**src/rtl/run_ctrl.sv**
```systemverilog
// run_ctrl -- start/finish sequencer for the single-cycle core.
//
// Holds the core in reset while idle. On a host start request it runs a fixed
// init phase, releases PC advance, then ends the run on program halt
// (prog_ctr == HALT_PC) or on exhausting the cycle budget. It reports done plus
// the number of RUN cycles spent.
//
// Ports:
//   clk       in   system clock, all state on rising edge
//   reset     in   synchronous active-high reset
//   req       in   host start request (level)
//   abort     in   cancels a run in INIT/RUN/DRAIN
//   prog_ctr  in   [D]  current PC from the PC block
//   core_rst  out  PC/reg-file reset of the core
//   pc_en     out  PC advance enable
//   sc_clr    out  clears the shift/carry flag register
//   done      out  run finished (handshake ack)
//   timeout   out  run ended by budget rather than halt, valid with done
//   cycles    out  [CW] RUN-state cycles of the last/current run
module run_ctrl #(
  parameter int D        = 12,
  parameter int CW       = 16,
  parameter int HALT_PC  = 128,
  parameter int INIT_CYC = 2,
  parameter int MAX_CYC  = 1000
) (
  input  logic          clk,
  input  logic          reset,
  input  logic          req,
  input  logic          abort,
  input  logic [D-1:0]  prog_ctr,
  output logic          core_rst,
  output logic          pc_en,
  output logic          sc_clr,
  output logic          done,
  output logic          timeout,
  output logic [CW-1:0] cycles
);

  localparam int IW = (INIT_CYC > 1) ? $clog2(INIT_CYC) : 1;

  typedef enum logic [2:0] {
    S_IDLE  = 3'd0,
    S_INIT  = 3'd1,
    S_RUN   = 3'd2,
    S_DRAIN = 3'd3,
    S_DONE  = 3'd4
  } state_e;

  state_e          state_q, state_d;
  logic [IW-1:0]   init_cnt_q, init_cnt_d;
  logic [CW-1:0]   cycles_q, cycles_d;
  logic            timeout_q, timeout_d;

  logic halt_hit, budget_hit, init_last;

  assign halt_hit   = (prog_ctr == D'(HALT_PC));
  // cycles_q still holds the count before this RUN cycle is added
  assign budget_hit = (cycles_q == CW'(MAX_CYC - 1));
  assign init_last  = (init_cnt_q == IW'(INIT_CYC - 1));

  // ---------------------------------------------------------------- state reg
  always_ff @(posedge clk) begin
    if (reset) state_q <= S_IDLE;
    else       state_q <= state_d;
  end

  // ---------------------------------------------------------- next state
  // abort outranks halt, halt outranks budget.
  always_comb begin
    state_d = state_q;
    case (state_q)
      S_IDLE:  if (req) state_d = S_INIT;
      S_INIT: begin
        if (abort)          state_d = S_IDLE;
        else if (init_last) state_d = S_RUN;
      end
      S_RUN: begin
        if (abort)           state_d = S_IDLE;
        else if (halt_hit)   state_d = S_DRAIN;
        else if (budget_hit) state_d = S_DONE;
      end
      S_DRAIN: begin
        if (abort) state_d = S_IDLE;
        else       state_d = S_DONE;
      end
      S_DONE:  if (!req) state_d = S_IDLE;
      default: state_d = S_IDLE;
    endcase
  end

  // ---------------------------------------------------------- outputs (Moore)
  always_comb begin
    core_rst = 1'b0;
    pc_en    = 1'b0;
    sc_clr   = 1'b0;
    done     = 1'b0;
    case (state_q)
      S_IDLE:  core_rst = 1'b1;
      S_INIT: begin
        core_rst = 1'b1;
        sc_clr   = 1'b1;
      end
      S_RUN:   pc_en = 1'b1;
      S_DONE:  done  = 1'b1;
      default: ;
    endcase
  end

  // ---------------------------------------------------------- run datapath
  always_comb begin
    init_cnt_d = init_cnt_q;
    cycles_d   = cycles_q;
    timeout_d  = timeout_q;
    case (state_q)
      S_IDLE: begin
        if (req) begin
          // entering INIT: fresh run
          init_cnt_d = '0;
          cycles_d   = '0;
          timeout_d  = 1'b0;
        end
      end
      S_INIT: begin
        if (!init_last) init_cnt_d = init_cnt_q + 1'b1;
      end
      S_RUN: begin
        // every RUN cycle counts, including the halt or abort cycle
        cycles_d = cycles_q + 1'b1;
        if (!abort && !halt_hit && budget_hit) timeout_d = 1'b1;
      end
      default: ;
    endcase
  end

  always_ff @(posedge clk) begin
    if (reset) begin
      init_cnt_q <= '0;
      cycles_q   <= '0;
      timeout_q  <= 1'b0;
    end else begin
      init_cnt_q <= init_cnt_d;
      cycles_q   <= cycles_d;
      timeout_q  <= timeout_d;
    end
  end

  assign cycles  = cycles_q;
  assign timeout = timeout_q;

endmodule
```
**config.mk**
```make
export PLATFORM = sky130hd
export DESIGN_NAME = run_ctrl
export DESIGN_NICKNAME = d
export VERILOG_FILES = /design/src/rtl/run_ctrl.sv
export SDC_FILE = /design/constraint.sdc
export NUM_CORES = 1
export LEC_CHECK = 0
export CAP_MARGIN = 10
export CELL_PAD_IN_SITES_DETAIL_PLACEMENT = 1
export CELL_PAD_IN_SITES_GLOBAL_PLACEMENT = 1
export CORE_ASPECT_RATIO = 0.75
export CORE_MARGIN = 4
export CORE_UTILIZATION = 30
export DETAILED_ROUTE_END_ITERATION = 6
export HOLD_SLACK_MARGIN = 0.12
export PLACE_DENSITY = 0.76
export SLEW_MARGIN = 20
export SYNTH_ARGS = -nofsm -noshare
export SYNTH_HDL_FRONTEND = slang
export SYNTH_SLANG_ARGS = --single-unit
```
**constraint.sdc**
```tcl
create_clock -name clk -period 2.52 [get_ports clk]
set_clock_uncertainty 0.2 [all_clocks]
set_input_delay 0.504 -clock clk [delete_from_list [all_inputs] [get_ports clk]]
set_output_delay 0.504 -clock clk [all_outputs]
set_load 0.005 [all_outputs]
```
# [Word level (Yosys, flattened, before mapping)]
# Index checks and enable logic that the tools add are counted.
[word_totals] out_inout_bits=21 elab_cells=49 regBits=21 in_bits=16
[op_classes] n_eq_ne=11 reduce_logical=12 add_sub_neg=2 mux=20
[ops] cell="one-hot mux 16 bit (2 select lines)" n=1
[ops] cell="two-way mux 3 bit" n=8
[ops] cell="adder 16 x 1 -> 16 bit, second input constant" n=1
[ops] cell="equality test 16 x 10 -> 1 bit, second input constant" n=1
[ops] cell="two-way mux 16 bit" n=1
[ops] cell="one-hot mux 3 bit (5 select lines)" n=1
[ops] cell="equality test 12 x 8 -> 1 bit, second input constant" n=1
[ops] cell="two-way mux 1 bit" n=7
[ops] cell="equality test 3 x 2 -> 1 bit, second input constant" n=2
[ops] cell="!= test 2 bit, second input constant" n=3
[ops] cell="!= test 4 bit, second input constant" n=1
[ops] cell="one-hot mux 1 bit (2 select lines)" n=2
[ops] cell="AND reduction 2 bit" n=2
[ops] cell="AND reduction 4 bit" n=1
[ops] cell="nonzero test 2 bit" n=2
[ops] cell="equality test 3 x 1 -> 1 bit, second input constant" n=1
[ops] cell="equality test 3 bit, second input constant" n=1
[ops] cell="logical NOT 3 bit" n=1
[ops] cell="!= test 3 bit, second input constant" n=1
[ops] cell="AND reduction 3 bit" n=1
[ops] cell="logical AND 1 bit" n=2
[ops] cell="logical NOT 1 bit" n=2
[ops] cell="OR reduction 2 bit" n=1
[ops] cell="adder 1 bit, second input constant" n=1

# [Longest topological paths before layout]
# Gate-level depths: netlist of run 1.
[logic_depth] ltp_word=6 mapped_depth=7 ltp_nobuf=5

# [Least setup slack after synthesis of run 1]
# OpenSTA, ideal clock, no wires.
[synth_timing] path_type="input -> register" from="input port req" to="register cycles_q[12], in the netlist cycles[12]" cell_stages=5 path_buffers=1 arrival_ns=1.585 t_required_ns=2.204 setup_time_ns=0.116 setup_slack_ns=0.619 cell_sequence="or4b_2 > clkbuf_1 > nand3b_1 > a21oi_1 > a31o_2"
[synth_between] elab_chain_cells=2
[synth_rtl] element="start: declaration" line="29" source="input logic req,"
[synth_rtl] element="!= test 2 bit (no line)"
[synth_rtl] element="AND reduction 2 bit (no line)"
[synth_rtl] element="end signal: assignment" line="143" source="cycles_q <= cycles_d;"
[synth_rtl] element="end: declaration" line="52" source="logic [CW-1:0] cycles_q, cycles_d;"
# No other way between the ends.
# A chain may end at the register's enable or synchronous reset.

# [Worst setup path after layout of run 1]
[layout_timing] from="register state_q[1]" to="output port pc_en"
[layout_between] elab_chain_cells=2
[layout_rtl] element="start: declaration" line="50" source="state_e state_q, state_d;"
[layout_rtl] element="start signal: assignment" line="65" source="else state_q <= state_d;"
[layout_rtl] element="equality test 3 x 2 -> 1 bit" line="98" source="case (state_q)"
[layout_rtl] element="two-way mux 1 bit" line="98"
[layout_rtl] element="end: declaration" line="33" source="output logic pc_en,"
# No other way between the ends.

==> impl_metrics.json, run 1 <==
{
  "die_area_um2": 4820,
  "clockPowerShare_pct": 36.5,
  "numCtsBuffers": 3,
  "io_buffers": 36,
  "syn2layout_area_growth_pct": 42.2,
  "layout_commonest_cell": "clkdlybuf4s50_1",
  "p_per_area_nw_per_um2": 400,
  "max_clock_freq_mhz": 415,
  "worst_pin_slew_ps": 519,
  "fillers": 446,
  "htreeDepth": 1,
  "drtIter0Drc": 60,
  "dpl-instance-area_um2": 1560,
  "viasPerCell": 5.52,
  "cap_violations": 0,
  "postSynthAreaPerCell_um2": 8.19,
  "grtUsageTotal_pct": 16.3,
  "rsz0062_at_grt": "false",
  "leakage_uw": 0.000556,
  "synth_ff_type": "dfxtp_1",
  "num_vias": 1253,
  "cp.arrival_ps": 1700,
  "multi_input_area_um2": 673,
  "fp.dieW_um": 78.9,
  "crit_required_ps": 1820,
  "overflow": 0,
  "layout_common_cells": "clkdlybuf4s50_1 (36), dfxtp_1 (21), nor2_1 (17)",
  "numClockSinks": 21,
  "holdPathStages": 2,
  "dr.pass1.iters": 4,
  "hold_path.class": "flip-flop to flip-flop",
  "final_cell_area_um2": 1610,
  "synth-edff-count": 0,
  "grt_pass1_wl_um": 6110,
  "antenna_cells": 0,
  "seqPwrFrac_pct": 52.7,
  "grt_pass1_vias": 1212,
  "start_util_pct": 31.1,
  "period_needed_ps": 2410,
  "clk_pin_slew_worst_paths_ps": 80,
  "cts_resized": 0,
  "ys.warnings.count": 0,
  "syn_inst": 138,
  "core_um2": 3640,
  "die_h_um": 61.1,
  "syn_nets": 155,
  "hold_viol": 0,
  "grt_max_degree": 28,
  "switchingPower_uw": 158,
  "clock-root-buffer": "clkbuf_8",
  "outcome": "completed",
  "hold_buffers": 0,
  "wirelength_um": 3640,
  "vdd_ir_drop_max_mv": 0.244,
  "cp-end-kind": "output port",
  "crit_type": "flip-flop to output port",
  "crit_path_start_kind": "flip-flop",
  "synth.cell_area_um2": 1130,
  "layout.nets": 193,
  "io_pins": 37,
  "rows": 19,
  "wl_per_cell_um": 16.0,
  "dp_hpwl_um": 2720,
  "antenna_found_initial": 0,
  "relSlewSlack_pct": 65.1,
  "p_sw_share_pct": 24.6,
  "ff_latch_area_um2": 420,
  "cp_max_fo": 6,
  "drcViolationCount": 0,
  "period_share_pct": 95.6,
  "cts_tree": "done",
  "p_comb_share_pct": 10.8,
  "final-max-slew-violation-count": 0,
  "power.internal_uw": 484,
  "async_flop_share_pct": 0,
  "gp_congestion": 0.843,
  "fin_setup_tns_ps": 0,
  "synth_cell_types": 37,
  "cts_setup_buffers": 0,
  "clk_latency_ps": 270,
  "clockBufferDepth": 2,
  "antenna_left": 0,
  "synth-seq-cells": 21,
  "setup_viol": 0,
  "worst-r2r-cell-count": 5,
  "drive_gt1_share_pct": 9.14,
  "seq_area_frac_synth_pct": 37.2
}
==> synth_stat cells, types with 3 or more instances <==
cell      count  area share [%]
nor4_1        3             1.7
nor2_1       17             5.6
nor4b_1       3             2.3
or4_1         3             2.0
o21ai_0       3             1.3
clkbuf_1      6             2.0
nand3b_1      4             2.7
nand4_1       7             3.9
a31oi_1       3             1.7
nand2_1       8             2.7
nor3b_1       3             2.0
and2_1        4             2.2
nand3_1       4             1.8
nand4b_1      4             3.1
a21oi_1      15             6.6
dfxtp_1      21              37
and3_1        5             2.8
==> metal layers <==
layer	wire (um)	vias up	share of wire, %	global-route usage, %
li1	-	603	-	-
met1	1780	622	49	22.3
met2	1700	24	47	26.5
met3	124	4	3.4	3.65
met4	42	0	1.2	4.41
met5	0	-	0	0
==> critical path, stage by stage, from the launching register on <==
cell and delay [ps]:
dfxtp_1 400, or3b_1 420, inv_1 110, clkdlybuf4s50_1 510
==> logic make-up after synthesis <==
family | Yosys count | share of synthesized area, %
adders and majority gates | 1 | 1.11
muxes | 2 | 1.99
DFF | 21 | 37.2
buffers and inverters | 9 | 3.21
and+or+nand+nor | 73 | 38.4
AOI/OAI and AO/OA | 31 | 17.3
xor gates and xnor gates | 1 | 0.775
==> power groups by stage <==
stage	registers [uW]	clock network, uW	logic, uW
floorplan	345	0	28.2
global placement	346	0	66.9
detailed placement	346	0	69.1
CTS	338	240	69.7
global route	339	256	75.5
finish	338	234	69.4
==> metrics by stage <==
stage / util (%) / std cells / setup slack [ps] / hold WS, ps / total power [uW]
final: 44.2 / 227 / 111 / 273 / 642
after global routing: 44.2 / 227 / 38.4 / 312 / 670
after CTS: 44.2 / 227 / 101 / 272 / 648
after detailed placement: 42.9 / 223 / 52.4 / 255 / 415
after global placement: 42.9 / 223 / 108 / 273 / 413
after floorplan: - / 138 / 619 / 248 / 373
==> cell type report <==
| class | count | area share, % |
|---|---|---|
| Timing Repair Buffer | 41 | 24.8 |
| Inverter | 1 | 0.234 |
| Clock buffer | 3 | 2.57 |
| Clock inverter | 1 | 0.312 |
| Sequential cell | 21 | 26.2 |
| Tap cell | 52 | 4.05 |
| Multi-Input combinational cell | 108 | 41.9 |
==> path summary, 6_finish.rpt <==
check,slack [ps],endpoint,from
worst max-delay path,110,pc_en,state_q[1]
worst min-delay path,270,timeout,timeout
worst max register to register,410,cycles[8],state_q[1]
worst min register to register,270,timeout,timeout
==> registers in the layout (all words and copies together) (netlist names) <==
name,count
cycles,16
init_cnt_q,1
state_q,3
timeout,1
(Power assumes the default switching activity.)
==> run 2: changes to the inputs <==
==> constraint.sdc (replaced) <==
create_clock -name clk -period 2.52 [get_ports clk]
set_clock_uncertainty 0.2 [all_clocks]
set_input_delay 0.252 -clock clk [delete_from_list [all_inputs] [get_ports clk]]
set_output_delay 0.252 -clock clk [all_outputs]
set_load 0.005 [all_outputs]
==> impl_metrics.json, run 2 (synthesis gave the netlist of run 1 again) <==
{
  "drtIter0Drc": 82,
  "die_h_um": 61.1,
  "path_buf_inv": 2,
  "numCtsBuffers": 3,
  "relSlewSlack_pct": 62.0,
  "period_needed_ps": 2360,
  "clk_pin_slew_worst_paths_ps": 80,
  "wirelength_um": 3760,
  "cp_cell_sequence": "or3b_4, inv_1, clkdlybuf4s50_1",
  "largest_reg_flops": 16,
  "clockBufferDepth": 2,
  "clock-root-buffer": "clkbuf_8",
  "start_util_pct": 31.1,
  "hold_path.class": "flip-flop to flip-flop",
  "grt_max_degree": 28,
  "crit_path_start_kind": "flip-flop",
  "seqPwrFrac_pct": 53.6,
  "fin_setup_tns_ps": 0,
  "switchingPower_uw": 147,
  "grt_pass1_wl_um": 6150,
  "rows": 19,
  "p_sw_share_pct": 23.2,
  "wl_per_cell_um": 16.6,
  "antenna_left": 0,
  "overflow": 0,
  "r2r_start": "cycles[0]",
  "cp_max_fo": 10,
  "htreeDepth": 1,
  "cap_violations": 0,
  "drive_gt1_share_pct": 8.62,
  "layout_commonest_cell": "clkdlybuf4s50_1",
  "cts_setup_buffers": 0,
  "whs_ps": 274,
  "die_area_um2": 4820,
  "p_per_area_nw_per_um2": 394,
  "cts_tree": "done",
  "period_share_pct": 93.6,
  "max_clock_freq_mhz": 424,
  "grt_pass1_vias": 1200,
  "critical-path-max-stage-delay_ps": 550,
  "setup_viol": 0,
  "clockPowerShare_pct": 35.7,
  "io_pins": 37,
  "layout.nets": 192,
  "worst_pin_slew_ps": 566,
  "timing.critical_path.slowest_stage_cell": "clkdlybuf4s50_1",
  "clk_latency_ps": 260,
  "fp.dieW_um": 78.9,
  "syn2layout_area_growth_pct": 41.6,
  "gp_congestion": 0.796,
  "numPlacedInstances": 222,
  "path_delay_family": "buffers and inverters",
  "grtUsageTotal_pct": 16.4,
  "core_um2": 3640,
  "dp_hpwl_um": 2830,
  "outcome": "completed",
  "hold_viol": 0,
  "crit_type": "flip-flop to output port",
  "final-max-slew-violation-count": 0,
  "cp.arrival_ps": 1910,
  "num_vias": 1217,
  "numClockSinks": 21,
  "leakage_uw": 0.000552,
  "cp-end-kind": "output port",
  "dr.pass1.iters": 4,
  "io_buffers": 36,
  "antenna_found_initial": 0,
  "final-instance-count-excl-fill": 226,
  "crit_required_ps": 2070,
  "vdd_ir_drop_max_mv": 0.255,
  "p_comb_share_pct": 10.7,
  "antenna_cells": 0,
  "layout_common_cells": "clkdlybuf4s50_1 (36), dfxtp_1 (21), nor2_1 (17)",
  "viasPerCell": 5.38,
  "min-delay-start": "timeout",
  "power.internal_uw": 485,
  "rsz0062_at_grt": "false",
  "drcViolationCount": 0,
  "crit_start": "state_q[1]"
}
## run 2: cell types whose count changed in the layout (fill, tap and decap cells not counted), sizes merged
cell | previous run | this run
clkinv | 1 | 0
buf | 5 | 4
clkbuf | 3 | 4
## run 2: power groups by stage
stage | sequential, uW | combinational (uW) | clock (uW)
floorplan | 345 | 28.2 | 0
global placement | 346 | 65.6 | 0
detailed placement | 346 | 67.5 | 0
CTS | 338 | 68.2 | 232
global route | 339 | 72.8 | 249
finish | 338 | 67.4 | 225
## run 2: repair_timing
action,in CTS,in global routing
setup endpoints to repair,0,1
hold endpoints to repair,0,0
hold buffers,0,0
resized for setup,0,1
## run 2: tightest hold or removal path, delay by kind of cell (launching register included)
family	cells	cell delay, ps
and+or+nand+nor	1	60
DFF	1	320
AOI/OAI and AO/OA	1	50
## run 2: worst paths after layout
path / to / cells after the start / slack [ps]
min reg2reg: timeout / 2 / 270
min: timeout / 2 / 270
max: pc_en / 3 / 160
max reg2reg: cycles[14] / 5 / 420
## run 2: stage by stage
step	power, uW	worst slack [ps]	util [%]	cell area, um^2
floorplan	373	644	-	1130
global placement	411	303	42.7	1550
detailed placement	414	257	42.7	1550
CTS	639	66.4	43.9	1600
global route	662	63.1	44.0	1600
finish	631	162	44.0	1600
## run 2: cell type report
type / instances / area [um^2]
Timing Repair Buffer: 40 / 390
Inverter: 1 / 3.75
Fill cell: 436 / 2040
Clock buffer: 4 / 45.0
Multi-Input combinational cell: 108 / 676
Sequential cell: 21 / 420
Tap cell: 52 / 65.1
## run 2: layer usage
layer	vias to the layer above	part of all wire, %	GRT usage, %
li1	602	-	-
met1	596	49	21.1
met2	17	48	29.5
met3	2	2.9	3.80
met4	0	0.21	2.21
met5	-	0	0
==> run 3: changes to the inputs <==
--- a/config.mk
+++ b/config.mk
@@ -9,7 +9,7 @@
 export CELL_PAD_IN_SITES_DETAIL_PLACEMENT = 1
 export CELL_PAD_IN_SITES_GLOBAL_PLACEMENT = 1
 export CORE_ASPECT_RATIO = 0.75
-export CORE_MARGIN = 4
+export CORE_MARGIN = 2
 export CORE_UTILIZATION = 30
 export DETAILED_ROUTE_END_ITERATION = 6
 export HOLD_SLACK_MARGIN = 0.12
==> impl_metrics.json, run 3 (synthesis gave the netlist of run 1 again) <==
{
  "layout_common_cells": "clkdlybuf4s50_1 (36), dfxtp_1 (21), nor2_1 (17)",
  "layout.nets": 192,
  "finalPower_uw": 631,
  "core_um2": 3640,
  "numClockSinks": 21,
  "drtIter0Drc": 65,
  "clockBufferDepth": 2,
  "clk_latency_ps": 260,
  "die_area_um2": 4280,
  "layout_commonest_cell": "clkdlybuf4s50_1",
  "antenna_found_initial": 0,
  "cap_violations": 0,
  "start_util_pct": 31.1,
  "cts_setup_buffers": 0,
  "grt_pass1_vias": 1235,
  "crit_path_start_kind": "flip-flop",
  "critical-path-max-stage-delay_ps": 580,
  "hold_path.class": "flip-flop to flip-flop",
  "numCtsBuffers": 3,
  "rsz0062_at_grt": "false",
  "r2r_start": "state_q[1]",
  "clockPowerShare_pct": 35.8,
  "min-delay-start": "timeout",
  "p_comb_share_pct": 10.6,
  "viasPerCell": 5.39,
  "rrSetupSlack_ps": 430,
  "grt_pass1_wl_um": 6020,
  "outcome": "completed",
  "die_h_um": 57.1,
  "worst_pin_slew_ps": 501,
  "crit_start": "state_q[1]",
  "period_needed_ps": 2400,
  "relSlewSlack_pct": 66.3,
  "min_to": "timeout",
  "fillers": 437,
  "p_per_area_nw_per_um2": 395,
  "io_buffers": 36,
  "syn2layout_area_growth_pct": 41.4,
  "dr.pass1.iters": 4,
  "setup_viol": 0,
  "largest_reg_flops": 16,
  "wirelength_um": 3550,
  "drcViolationCount": 0,
  "dp_hpwl_um": 2690,
  "drive_gt1_share_pct": 8.05,
  "clock-root-buffer": "clkbuf_8",
  "vdd_ir_drop_max_mv": 0.219,
  "cp_max_fo": 12,
  "fin_setup_tns_ps": 0,
  "htreeDepth": 1,
  "io_pins": 37,
  "hold_buffers": 0,
  "leakage_uw": 0.000548,
  "cts_tree": "done",
  "cts_resized": 0,
  "worst-r2r-cell-count": 5,
  "max_clock_freq_mhz": 416,
  "grt_max_degree": 17,
  "switchingPower_uw": 146,
  "cp_cell_sequence": "or3b_1, inv_1, clkdlybuf4s50_1",
  "cp-end-kind": "output port",
  "holdPathStages": 2,
  "period_share_pct": 95.4,
  "rows": 19,
  "overflow": 0,
  "gp_congestion": 0.770,
  "cp.arrival_ps": 1950,
  "final-max-slew-violation-count": 0,
  "grtUsageTotal_pct": 18.2,
  "timing.critical_path.slowest_stage_cell": "clkdlybuf4s50_1",
  "antenna_left": 0,
  "crit_type": "flip-flop to output port",
  "wl_per_cell_um": 15.7,
  "hold_viol": 0,
  "crit_required_ps": 2070,
  "r2r_end": "cycles[13]",
  "num_vias": 1219,
  "seqPwrFrac_pct": 53.6,
  "final-instance-count-excl-fill": 226,
  "numPlacedInstances": 222,
  "fp.dieW_um": 74.9,
  "p_sw_share_pct": 23.2,
  "power.internal_uw": 485,
  "antenna_cells": 0,
  "clk_pin_slew_worst_paths_ps": 80
}
[run 3: cell counts in the layout (fill, tap and decap cells not counted)]
Identical to the previous run, type by type.
[run 3: through the flow]
stage,cell area (um^2),setup WS [ps],hold WS [ps],utilization [%]
after CTS,1600,131,285,43.9
after floorplan,1130,644,153,-
after global placement,1550,328,300,42.7
after detailed placement,1550,271,270,42.7
final,1600,116,288,43.9
after global routing,1600,17.7,297,43.9
[run 3: how the worst max path moves through the flow]
stage                 endpoint  slack (ps)  depth (start not counted)
finish                   pc_en         120                          3
global route             pc_en          20                          3
CTS                      pc_en         130                          3
detailed placement  cycles[14]         270                          5
global placement    cycles[14]         330                          5
floorplan            cycles[8]         640                          5
[run 3: power by group through the flow]
stage / Clock, uW / Sequential [uW] / Combinational, uW
after floorplan: 0 / 345 / 28.2
after global placement: 0 / 346 / 65.4
after detailed placement: 0 / 346 / 67.4
after CTS: 232 / 338 / 67.8
after global routing: 242 / 339 / 74.3
final: 226 / 338 / 67.0
[run 3: area by class of cell]
cell class	count	area [um^2]	share of cell area, %
Timing Repair Buffer	40	390	24.4
Multi-Input combinational cell	108	673	42.1
Sequential cell	21	420	26.3
Clock buffer	4	45.0	2.82
Tap cell	52	65.1	4.07
Inverter	1	3.75	0.235
[run 3: worst max-delay path, delay by kind of cell (launching register included)]
| kind | cells | cell delay (ps) |
|---|---|---|
| buf+inv | 2 | 900 |
| flops | 1 | 400 |
| simple gates | 1 | 390 |
[run 3: metal layers]
metal / vias up / track usage (%) / part of all wire, %
met5: - / 0 / 0
met2: 21 / 29.3 / 47
met3: 2 / 4.95 / 3.5
met1: 595 / 24.9 / 49
met4: 0 / 2.81 / 0.31
li1: 601 / - / -
